==> src/rtl/iob_regbank_rsp.sv <==
// iob_regbank_rsp: IOb native-interface responder wrapping a bank of
// software-visible registers. The CPU writes with byte strobes and reads
// with a fixed, programmable latency; hardware logic observes every register
// on regs_o and can overwrite any of them through hw_en_i/hw_data_i.
// A read returns a snapshot taken at the accepting edge, so register updates
// during the wait window never disturb the response in flight.

module iob_regbank_rsp #(
  parameter int                DATA_W   = 32,
  parameter int                ADDR_W   = 5,
  parameter int                N_REGS   = 8,
  parameter logic [DATA_W-1:0] RST_VAL  = '0,
  parameter int                WAIT_CYC = 0
) (
  input  logic                     clk_i,
  input  logic                     cke_i,
  input  logic                     rst_i,

  input  logic                     iob_valid_i,
  input  logic [ADDR_W-1:0]        iob_addr_i,
  input  logic [DATA_W-1:0]        iob_wdata_i,
  input  logic [DATA_W/8-1:0]      iob_wstrb_i,
  output logic                     iob_ready_o,
  output logic                     iob_rvalid_o,
  output logic [DATA_W-1:0]        iob_rdata_o,

  input  logic [N_REGS-1:0]        hw_en_i,
  input  logic [N_REGS*DATA_W-1:0] hw_data_i,
  output logic [N_REGS*DATA_W-1:0] regs_o
);

  localparam int STRB_W = DATA_W / 8;
  localparam int IDX_W  = ADDR_W - 2;
  localparam int CNT_W  = 4;

  // Wait-counter reload: the WAIT state lasts exactly WAIT_CYC cycles,
  // counting down to zero inclusive.
  localparam logic [CNT_W-1:0] CNT_LOAD =
    (WAIT_CYC > 0) ? CNT_W'(WAIT_CYC - 1) : '0;

  typedef enum logic [1:0] {
    ST_IDLE = 2'd0,
    ST_WAIT = 2'd1,
    ST_RESP = 2'd2
  } state_t;

  state_t             state_q, state_d;
  logic [CNT_W-1:0]   cnt_q, cnt_d;
  logic [DATA_W-1:0]  rdata_q;

  logic [IDX_W-1:0]   word_idx;
  logic               idx_ok;
  logic               is_write;
  logic               accept;
  logic               rd_acc;
  logic               wr_acc;
  logic [DATA_W-1:0]  rd_word;

  // Byte-offset bits carry no meaning for word-aligned registers.
  logic               unused_addr_lsb;
  assign unused_addr_lsb = ^iob_addr_i[1:0];

  // ---------------------------------------------------------------------------
  // Request decode
  // ---------------------------------------------------------------------------
  assign word_idx = iob_addr_i[ADDR_W-1:2];
  assign idx_ok   = (int'(word_idx) < N_REGS);
  assign is_write = |iob_wstrb_i;

  // Ready depends on registered state only, so the handshake has no
  // combinational path back from iob_valid_i.
  assign iob_ready_o  = (state_q != ST_WAIT);
  assign iob_rvalid_o = (state_q == ST_RESP);
  assign iob_rdata_o  = rdata_q;

  assign accept = iob_valid_i & iob_ready_o;
  assign rd_acc = accept & ~is_write;
  assign wr_acc = accept & is_write & idx_ok;

  // Snapshot source for reads: addressed register, or zero when out of range.
  always_comb begin
    // NOTE: every always_comb output gets a default first so no path leaves it unassigned (no latch).
    rd_word = '0;
    for (int k = 0; k < N_REGS; k++) begin
      if (idx_ok && (word_idx == IDX_W'(k))) begin
        rd_word = regs_o[k*DATA_W +: DATA_W];
      end
    end
  end

  // ---------------------------------------------------------------------------
  // Response state machine
  // ---------------------------------------------------------------------------

  // Next-state logic: IDLE and RESP share the accept rules; WAIT counts down.
  always_comb begin
    state_d = state_q;
    cnt_d   = cnt_q;
    unique case (state_q)
      ST_IDLE, ST_RESP: begin
        if (rd_acc) begin
          if (WAIT_CYC == 0) begin
            state_d = ST_RESP;
          end else begin
            state_d = ST_WAIT;
            cnt_d   = CNT_LOAD;
          end
        end else begin
          state_d = ST_IDLE;
        end
      end
      ST_WAIT: begin
        if (cnt_q == '0) begin
          state_d = ST_RESP;
        end else begin
          cnt_d = cnt_q - CNT_W'(1);
        end
      end
      default: begin
        state_d = ST_IDLE;
        cnt_d   = '0;
      end
    endcase
  end

  // State, counter and read-data registers; reset overrides the clock enable.
  always_ff @(posedge clk_i) begin
    // NOTE: sequential state uses non-blocking assignments so every flop samples pre-edge values.
    if (rst_i) begin
      state_q <= ST_IDLE;
      cnt_q   <= '0;
      rdata_q <= '0;
    end else if (cke_i) begin
      state_q <= state_d;
      cnt_q   <= cnt_d;
      if (rd_acc) begin
        rdata_q <= rd_word;
      end
    end
  end

  // ---------------------------------------------------------------------------
  // Register bank
  // ---------------------------------------------------------------------------
  for (genvar k = 0; k < N_REGS; k++) begin : g_reg
    logic              bus_sel;
    logic [DATA_W-1:0] reg_q;
    logic [DATA_W-1:0] reg_d;

    assign bus_sel = wr_acc && (word_idx == IDX_W'(k));

    // Per-byte merge: strobed bus bytes win, then hardware data, else hold.
    always_comb begin
      reg_d = reg_q;
      for (int b = 0; b < STRB_W; b++) begin
        if (bus_sel && iob_wstrb_i[b]) begin
          reg_d[b*8 +: 8] = iob_wdata_i[b*8 +: 8];
        end else if (hw_en_i[k]) begin
          reg_d[b*8 +: 8] = hw_data_i[k*DATA_W + b*8 +: 8];
        end
      end
    end

    // Register cell with reset and clock enable.
    always_ff @(posedge clk_i) begin
      // NOTE: each bank entry is reset because software must read RST_VAL after reset; this is a register file, not a RAM.
      if (rst_i) begin
        reg_q <= RST_VAL;
      end else if (cke_i) begin
        reg_q <= reg_d;
      end
    end

    assign regs_o[k*DATA_W +: DATA_W] = reg_q;
  end

endmodule

==> config.mk <==
export PLATFORM = sky130hd
export DESIGN_NAME = iob_regbank_rsp
export DESIGN_NICKNAME = d
export VERILOG_FILES = /design/src/rtl/iob_regbank_rsp.sv
export SDC_FILE = /design/constraint.sdc
export NUM_CORES = 1
export LEC_CHECK = 0
export BUFFER_PORTS_ARGS = -buffer_cell sky130_fd_sc_hd__buf_4
export CORE_AREA = 2 2 235 237
export DETAILED_ROUTE_END_ITERATION = 8
export DIE_AREA = 0 0 237 239
export PLACE_DENSITY = 0.52
export SKIP_LAST_GASP = 1
export SLEW_MARGIN = 20
export SYNTH_ARGS = -nofsm -noshare
export SYNTH_HDL_FRONTEND = slang
export SYNTH_SLANG_ARGS = --single-unit
export TNS_END_PERCENT = 5
==> constraint.sdc <==
create_clock -name clk_i -period 3.45 [get_ports clk_i]
set_input_delay 0.345 -clock clk_i [delete_from_list [all_inputs] [get_ports clk_i]]
set_output_delay 0.345 -clock clk_i [all_outputs]
set_load 0.02 [all_outputs]
==> metrics.cfg <==
[run_status]
status=completed

[sta]
fmax_ghz=0.4281
setup_viol=0
finalHoldViolCount=0
fin_skew_ns=0.02426
worstMarginPinSlew_ns=0.9382
rsz0062_at_grt=no
slew_headroom_pct=37.32
period_share_pct=67.71
drv_slew=0
timing.hold.ws_ns=0.07388
tns_ns=0
fin_crit_ns=2.336
setup_ws_ns=1.114

[logic_synthesis]
syn_area_um2=16500
synth-xor-area-share_pct=0
synth_top_family_by_area=compound AO/OA/AOI/OAI gates
yosys_most_used_dff=dfxtp_1
seq_area_frac_synth_pct=35.05
synthCells=1947
avgSynthCellArea_um2=8.477
synth_compound_area_share_pct=35.55
synth-simple-area-share_pct=11.61
synth_edf_count=0
syn_nets=2256
synthDistinctLibCells=52
ys_seq_elements=289
ys_warn_count=0
synth.area.mux_share_pct=10.67
yosys.area_share.adder_pct=0
async_reset_ff_share_pct=0

[power_and_ir_drop]
ir_drop_v=0.0002770
p_leak_nw=8.924
p_per_area_nw_per_um2=452.8
finalPower_mw=10.16

[global_routing]
grt_usage_pct=29.62
antenna_found_initial=4
grt_max_degree=126
grt_pass1_vias=18010
grt_pass1_wl_um=124700
gr-total-overflow=0

[floorplan]
coreArea_um2=54340
ios=599
num_rows=86
die-area_um2=56640
chipWidth_um=237
die_h_um=239
start_util_pct=30.37

[setup_path]
crit_path_start_kind=primary input
cp-end-kind=register
cp.arrival_ns=2.76
cp_slowest_cell=o21bai_1
worstPathMaxFanout=44
required_ns=3.87
max_stage_delay_ns=0.89
path_cells=buf_4 -> nand2_4 -> o21bai_1 -> and2_1 -> a211oi_1
path_class=primary input to register

[finish]
final_nets=2701
final_util_pct=41.31
fill_cells=5525
multiInputGateArea_um2=9558
design_area_um2=22450
fin_cells=3128
drive_gt1_share_pct=32.42
regArea_um2=5786
area_growth_pct=35.99
layout_common_cells=626 x buf_4, 291 x a21oi_1, 289 x dfxtp_1
layout_commonest_cell=buf_4

[clock_tree]
htree_levels=2
cts_root_buf=clkbuf_16
clk-insertion-delay-late_ns=0.57
clock-sinks=289
cts_tree=built
cts_inserted_buffers=38
cts-resized-gates=0
post_cts_buffers=0
clkTransAtPathRegs_ns=0.06
clk_path_buf_depth=3
ctsHoldBuffers=0

[place]
pre_cts_ws_ns=0.6751
placed_cell_area_um2=21160
io_buffers=595
dp.cells=3056
gp_congestion=0.9304
hpwl_um=65870

[route]
drcViolationCount=0
drt-total-wl_um=87880
routedWlPerCell_um=28.09
via_per_inst=5.897
ant_nets=0
drt-initial-drc-count=1324
vias=18450
dr.pass1.iters=5

[run]
max-cap-violations=0

[hold_path]
hp-class=primary input to register

[critical path, delay by kind of cell]
family	cells	cell delay, ns
simple gates	2	0.90
buf+inv	1	0.46
compound gates	2	1.03
[sequential cells by signal, indices dropped and copies added, names as in the netlist]
signal,count
g.reg_q,256
state_q,1
iob_rdata_o,32
[logic make-up after synthesis]
kind of cell           after synthesis
AND/OR/NAND/NOR                    334
AO/OA/AOI/OAI                      883
other                                1
multiplexers                       176
flip-flops                         289
buffers and inverters              264
[cell usage after synthesis (37+ instances only)]
cell type	n	area (µm²)
nand2_1	146	548.0
a211oi_1	112	840.8
buf_2	52	260.3
nand2b_1	37	231.5
o21ai_0	144	720.7
inv_1	37	138.9
a21oi_1	291	1456
dfxtp_1	289	5786
a311oi_1	144	1261
mux2i_1	176	1762
clkbuf_1	135	506.7
[layout make-up]
| class | instances | share of cell area (%) |
|---|---|---|
| multi-input cells | 1394 | 42.58 |
| flip-flops and latches | 289 | 25.78 |
| repair buffers | 632 | 21.38 |
| clock buffers | 58 | 5.212 |
| well taps | 704 | 3.924 |
| inverters | 37 | 0.6188 |
| clock inverters | 8 | 0.4348 |
| diodes | 6 | 0.06689 |
[power breakdown]
group | leakage [nW] | internal (mW) | switching, mW | total, mW
combinational | 5.92 | 0.914 | 1.34 | 2.26
sequential | 2.38 | 3.55 | 0.251 | 3.80
clock | 0.626 | 2.48 | 1.62 | 4.11
total | 8.92 | 6.95 | 3.22 | 10.2
[routing by layer]
layer  GRT usage (%)  share of wire, %
met3           7.910               8.3
met5               0             0.025
met2           51.92                50
met4           13.46               4.4
met1           33.64                37
[path summary, 6_finish.rpt]
kind | start | to | slack (ns) | cells past startpoint
worst min register to register | g_reg[2].reg_q[31] | g_reg[2].reg_q[31] | 0.54 | 2
worst max register to register | g_reg[5].reg_q[13] | iob_rdata_o[13] | 1.90 | 4
worst max-delay path | iob_addr_i[4] | g_reg[6].reg_q[8] | 1.11 | 5
worst min-delay path | hw_data_i[220] | g_reg[6].reg_q[28] | 0.07 | 3
Power figures use the tool's default switching activity.
